### config.mk
export PLATFORM = sky130hd
export DESIGN_NAME = muldiv_sequencer
export DESIGN_NICKNAME = d
export VERILOG_FILES = /design/src/rtl/muldiv_sequencer.sv
export SDC_FILE = /design/constraint.sdc
export NUM_CORES = 1
export LEC_CHECK = 0
export ABC_AREA = 0
export ABC_CLOCK_PERIOD_IN_PS = 7200
export CORE_UTILIZATION = 45
export CTS_BUF_LIST = sky130_fd_sc_hd__clkbuf_16
export DETAILED_ROUTE_END_ITERATION = 10
export DONT_BUFFER_PORTS = 1
export SETUP_SLACK_MARGIN = 0.2
export SYNTH_ARGS = -nofsm -noshare
export SYNTH_HDL_FRONTEND = slang
export SYNTH_SLANG_ARGS = --single-unit
### constraint.sdc
create_clock -name clock -period 7.2 [get_ports clock]
set_clock_uncertainty 0.1 [all_clocks]
set_input_delay 1.44 -clock clock [delete_from_list [all_inputs] [get_ports clock]]
set_output_delay 1.44 -clock clock [all_outputs]
set_load 0.02 [all_outputs]
### src/rtl/muldiv_sequencer.sv
// Iterative MULT/MULTU/DIV/DIVU unit owning HI/LO. One radix-2 step per cycle,
// then a single sign-fix cycle before results land in hi/lo.
module muldiv_sequencer #(
  parameter int WIDTH = 32
) (
  input  logic             clock,
  input  logic             reset,
  input  logic             start,
  input  logic [1:0]       op,
  input  logic [WIDTH-1:0] rs_val,
  input  logic [WIDTH-1:0] rt_val,
  output logic             busy,
  output logic             done,
  output logic             div_by_zero,
  output logic [WIDTH-1:0] hi,
  output logic [WIDTH-1:0] lo
);
  localparam int CNT_W = $clog2(WIDTH+1);

  typedef enum logic [1:0] {IDLE, RUN, FIX, DONE} state_t;
  state_t state, state_nxt;

  logic [CNT_W-1:0] count;
  logic [1:0]       op_q;
  logic             sgn_a, sgn_b, dbz_q;
  logic [WIDTH-1:0] oper, acc_hi, acc_lo;

  logic             accept, dbz_req, rs_neg, rt_neg;
  logic [WIDTH-1:0] rs_abs, rt_abs;

  assign accept  = start && (state == IDLE || state == DONE);
  assign dbz_req = op[1] && (rt_val == '0);
  assign rs_neg  = op[0] & rs_val[WIDTH-1];
  assign rt_neg  = op[0] & rt_val[WIDTH-1];
  assign rs_abs  = rs_neg ? -rs_val : rs_val;
  assign rt_abs  = rt_neg ? -rt_val : rt_val;

  // Multiply step: conditional add into upper half, then shift whole accumulator right
  logic [WIDTH:0]   mul_sum;
  // Divide step: shift {rem,quot} left, keep the subtraction when it does not underflow
  logic [WIDTH:0]   div_sh;
  logic             div_ge;
  logic [WIDTH-1:0] rem_nxt;

  assign mul_sum = {1'b0, acc_hi} + (acc_lo[0] ? {1'b0, oper} : '0);
  assign div_sh  = {acc_hi, acc_lo[WIDTH-1]};
  assign div_ge  = div_sh >= {1'b0, oper};
  assign rem_nxt = div_ge ? (div_sh[WIDTH-1:0] - oper) : div_sh[WIDTH-1:0];

  logic [2*WIDTH-1:0] prod, prod_fix;
  logic [WIDTH-1:0]   quot_fix, rem_fix;

  assign prod     = {acc_hi, acc_lo};
  assign prod_fix = (op_q[0] && (sgn_a ^ sgn_b)) ? -prod : prod;
  assign quot_fix = (op_q[0] && (sgn_a ^ sgn_b)) ? -acc_lo : acc_lo;
  assign rem_fix  = (op_q[0] && sgn_a) ? -acc_hi : acc_hi;

  always_ff @(posedge clock or posedge reset) begin
    if (reset) state <= IDLE;
    else       state <= state_nxt;
  end

  always_comb begin
    state_nxt = state;
    if (accept) begin
      state_nxt = dbz_req ? DONE : RUN;
    end else begin
      case (state)
        RUN:     if (count == CNT_W'(WIDTH-1)) state_nxt = FIX;
        FIX:     state_nxt = DONE;
        DONE:    state_nxt = IDLE;
        default: state_nxt = state;
      endcase
    end
  end

  always_ff @(posedge clock or posedge reset) begin
    if (reset) begin
      count  <= '0;
      op_q   <= '0;
      sgn_a  <= 1'b0;
      sgn_b  <= 1'b0;
      dbz_q  <= 1'b0;
      oper   <= '0;
      acc_hi <= '0;
      acc_lo <= '0;
      hi     <= '0;
      lo     <= '0;
    end else if (accept) begin
      op_q   <= op;
      sgn_a  <= rs_neg;
      sgn_b  <= rt_neg;
      count  <= '0;
      oper   <= op[1] ? rt_abs : rs_abs;
      acc_lo <= op[1] ? rs_abs : rt_abs;
      acc_hi <= '0;
      dbz_q  <= dbz_req;
      if (dbz_req) begin
        hi <= rs_val;
        lo <= '1;
      end
    end else begin
      case (state)
        RUN: begin
          count <= count + CNT_W'(1);
          if (op_q[1]) begin
            acc_hi <= rem_nxt;
            acc_lo <= {acc_lo[WIDTH-2:0], div_ge};
          end else begin
            acc_hi <= mul_sum[WIDTH:1];
            acc_lo <= {mul_sum[0], acc_lo[WIDTH-1:1]};
          end
        end
        FIX: begin
          if (op_q[1]) begin
            hi <= rem_fix;
            lo <= quot_fix;
          end else begin
            hi <= prod_fix[2*WIDTH-1:WIDTH];
            lo <= prod_fix[WIDTH-1:0];
          end
        end
        DONE:    dbz_q <= 1'b0;
        default: ;
      endcase
    end
  end

  assign busy        = (state == RUN) || (state == FIX);
  assign done        = (state == DONE);
  assign div_by_zero = dbz_q && (state == DONE);

endmodule

==> results.md <==
- Time the worst path needs with I/O delays and setup: 4290 ps
- Max H-tree Level: 4
- Post_cts resized: 0
- IO buf count: 0
- Vias in the first global route: 13.2k
- Reg2Reg Capture Point: acc_hi[29]
- Max-slew violation count: 0
- Combinational power share: 60.3%
- RSZ-0062 raised after global routing: no
- GRT busiest layer: met2
- Pint: 3.91 mW
- Number of hold buffers added after cts: 0
- Crit path DAT: 4560 ps
- Postcts setup bufs: 0
- First-pass GRT wire length: 75900 µm
- Vias: 14.0k
- Count of different cell masters after synthesis: 90
- Worst reg2reg path startpoint: acc_hi[0]
- Top_reg_cell synth: dfrtp_1
- Worst Hold End: oper[23]
- Vias/cell: 6.13
- GR Overflow Total: 0
- GRT Total Usage: 29.1%
- Drc violations: 0
- DRT antenna net count: 0
- PwrDens: 529 nW/µm²
- Syn Area/Cell: 7.73 µm²
- Required time of the critical path: 7470 ps
- Share of cells above drive strength 1: 4.40%
- CP max FO: 34
- Avg WL per Cell: 21.3 µm
- Largest net degree at the start of global routing: 96
- GRT met1 Usage: 38.7%
- Seq/Total Area, Yosys: 29.4%
- Net switching power: 4.34 mW
- Crit path cell chain: nor4_2 > and4b_1 > and2_1 > and2b_1 > nand4_1 > nand2_1 > and3_1 > mux2i_1 > nand3_1
- IO Pins: 136
- CTS tree: built
- Tightest Pin Transition: 1060 ps
- Pre-antenna DRT Iters: 6
- Slowest-stage cell, CP: nand2_1
- Cells after Synth: 1903
- Type of the worst min-delay path: flop to flop
- Clock sinks: 173
- Syn-to-layout area delta: 5.81%
- Root Buffer: clkbuf_16
- Longest Clk Path Bufs: 2
- Placed instance count: 2244
- Hold path startpoint: oper[23]
- Maximum vdd ir drop: 179 µV
- TNS Setup: 0 ps
- Crit path from: rt_val[4]
- Synth Warn #: 0
- Startpoint types: input pin
- Register share of total power: 27.4%
- Number of diodes: 0
- Syn Nets: 2047
- Nets@finish: 1972
- Reg2reg path depth: 11
- Max Cap Viol: 0
- Met3 usage in global routing: 4.43%
- Placer Congestion: 0.961
- Row cnt: 65
- DIE WIDTH: 183 µm
- Worst-path clk slew: 60 ps
- Total wire length: 48400 µm
- Core area: 31900 µm²
- Endpoints failing setup: 0
- Total die area: 33400 µm²
- Clk_lat worst skew: 440 ps
- Max transition margin: 28.9%
- Clock Power Share: 12.3%
- Crit-path max cell delay: 930 ps
- Hold Fails Final Rpt: 0
- Worst Setup End Kind: flop
- Fin crit share: 59.5%
- Leakage: 6.46 nW
- Post-DP HPWL: 36700 µm
- GRT met2 Usage: 47.4%
- Die H: 183 µm
- Critical path class: input pin to flop
- Reg2reg setup slack: 2920 ps
- Register bit count reported by yosys: 173
- Ys async rst share: 100%
- Sw Share: 52.6%
- Cell area after synthesis: 14700 µm²
- Hold depth: 2
- Number of CTS-inserted buffers: 17
- FMAX: 233 MHz
- Final std cells w/o fill: 2275
- EDFF count, synth: 0
- Initial antenna violation count: 2
- Starting Density: 46.1%
- Initial DRC count: 1214
- Status: finished clean
==> layout by cell type, fill, tap and decap left out, types with 18 or more instances in the layout <==
cell / count
mux2i_1: 47
o21ai_0: 191
or3_1: 20
nor3_1: 66
nand2_1: 216
xnor2_1: 88
o211ai_1: 61
dfrtp_1: 172
xor2_1: 85
inv_1: 71
ha_1: 72
a21o_1: 18
nand3_1: 22
o221ai_1: 19
nor2_1: 181
a21oi_1: 210
a31oi_1: 29
==> logic make-up after synthesis <==
| kind of cell | synth area share, % |
|---|---|
| DFF | 29.4 |
| AOI/OAI and AO/OA | 26.5 |
| buffers and inverters | 4.91 |
| adders and majority gates | 6.48 |
| and+or+nand+nor | 19.1 |
| muxes | 3.27 |
| xor gates and xnor gates | 10.3 |
==> worst max path at each step <==
stage | endpoint | slack (ps) | cells past startpoint
finish | hi[17] | 2910 | 9
floorplan | acc_hi[0] | 970 | 1
global placement | hi[17] | 2520 | 9
detailed placement | hi[17] | 2460 | 9
CTS | hi[17] | 2900 | 9
global route | hi[17] | 2650 | 9
==> state kept, by name, indices dropped and copies added, names as in the netlist <==
signal  flops
acc_hi     32
acc_lo     32
count       6
dbz_q       1
hi         32
lo         32
op_q        2
oper       32
sgn_a       1
sgn_b       1
state       2
==> metal layers <==
layer  share of wire, %  wire length, µm  up-vias
met1                 44            21400     6671
li1                   -                -     6676
met2                 46            22100      509
met4                3.6             1730        0
met3                6.4             3090       99
met5                  0                0        -
==> power by group through the flow <==
stage	sequential, mW	combinational [mW]	clock [mW]
global route	2.31	5.53	1.07
finish	2.26	4.97	1.02
detailed placement	2.25	4.89	0
CTS	2.24	4.92	1.02
global placement	2.25	4.83	0
floorplan	1.97	3.90	0
==> synthesized netlist by cell type, types with 6 or more instances <==
master / instances / share of area, %
a211oi_1: 10 / 0.51
a21o_1: 18 / 0.92
a21oi_1: 210 / 7.1
a22oi_1: 10 / 0.51
a31o_2: 6 / 0.36
a31oi_1: 29 / 1.2
and2_1: 9 / 0.38
and3_1: 8 / 0.34
buf_1: 16 / 0.41
clkbuf_1: 83 / 2.1
dfrtp_1: 173 / 29
ha_1: 73 / 6.2
inv_1: 70 / 1.8
mux2i_1: 47 / 3.2
nand2_1: 216 / 5.5
nand2b_1: 9 / 0.38
nand3_1: 22 / 0.75
nand4_1: 16 / 0.68
nor2_1: 181 / 4.6
nor3_1: 66 / 2.2
nor3b_1: 6 / 0.31
nor4_1: 11 / 0.47
o211ai_1: 61 / 3.1
o21a_1: 11 / 0.56
o21ai_0: 191 / 6.5
o21ai_1: 9 / 0.31
o21bai_1: 7 / 0.36
o221ai_1: 19 / 1.1
o31ai_1: 14 / 0.71
o41ai_1: 7 / 0.42
or3_1: 20 / 0.85
xnor2_1: 88 / 5.2
xor2_1: 85 / 5.1
==> metrics by stage <==
stage / util (%) / total power, mW / instance area (µm²) / worst slack (ps) / hold slack (ps)
3_3_place_gp: 46.9 / 7.07 / 14900 / 2520 / 368
6_report: 48.8 / 8.24 / 15600 / 2910 / 392
5_1_grt: 48.8 / 8.91 / 15600 / 2650 / 427
4_1_cts: 48.8 / 8.18 / 15600 / 2900 / 392
3_5_place_dp: 46.9 / 7.14 / 14900 / 2460 / 377
2_1_floorplan: - / 5.87 / 14700 / 972 / 350
==> area by class of cell <==
| cell class | instances | area [µm²] |
|---|---|---|
| Tap cell | 435 | 544 |
| Multi-Input combinational cell | 1550 | 9680 |
| Clock inverter | 14 | 201 |
| Fill cell | 3224 | 16300 |
| Sequential cell | 173 | 4330 |
| Timing Repair Buffer | 15 | 113 |
| Inverter | 71 | 272 |
| Clock buffer | 17 | 425 |
==> critical path, delay by kind of cell <==
| kind | cells | cell delay (ps) |
|---|---|---|
| multiplexers | 1 | 70 |
| AND/OR/NAND/NOR | 8 | 3050 |
Power figures use the tool's default switching activity.
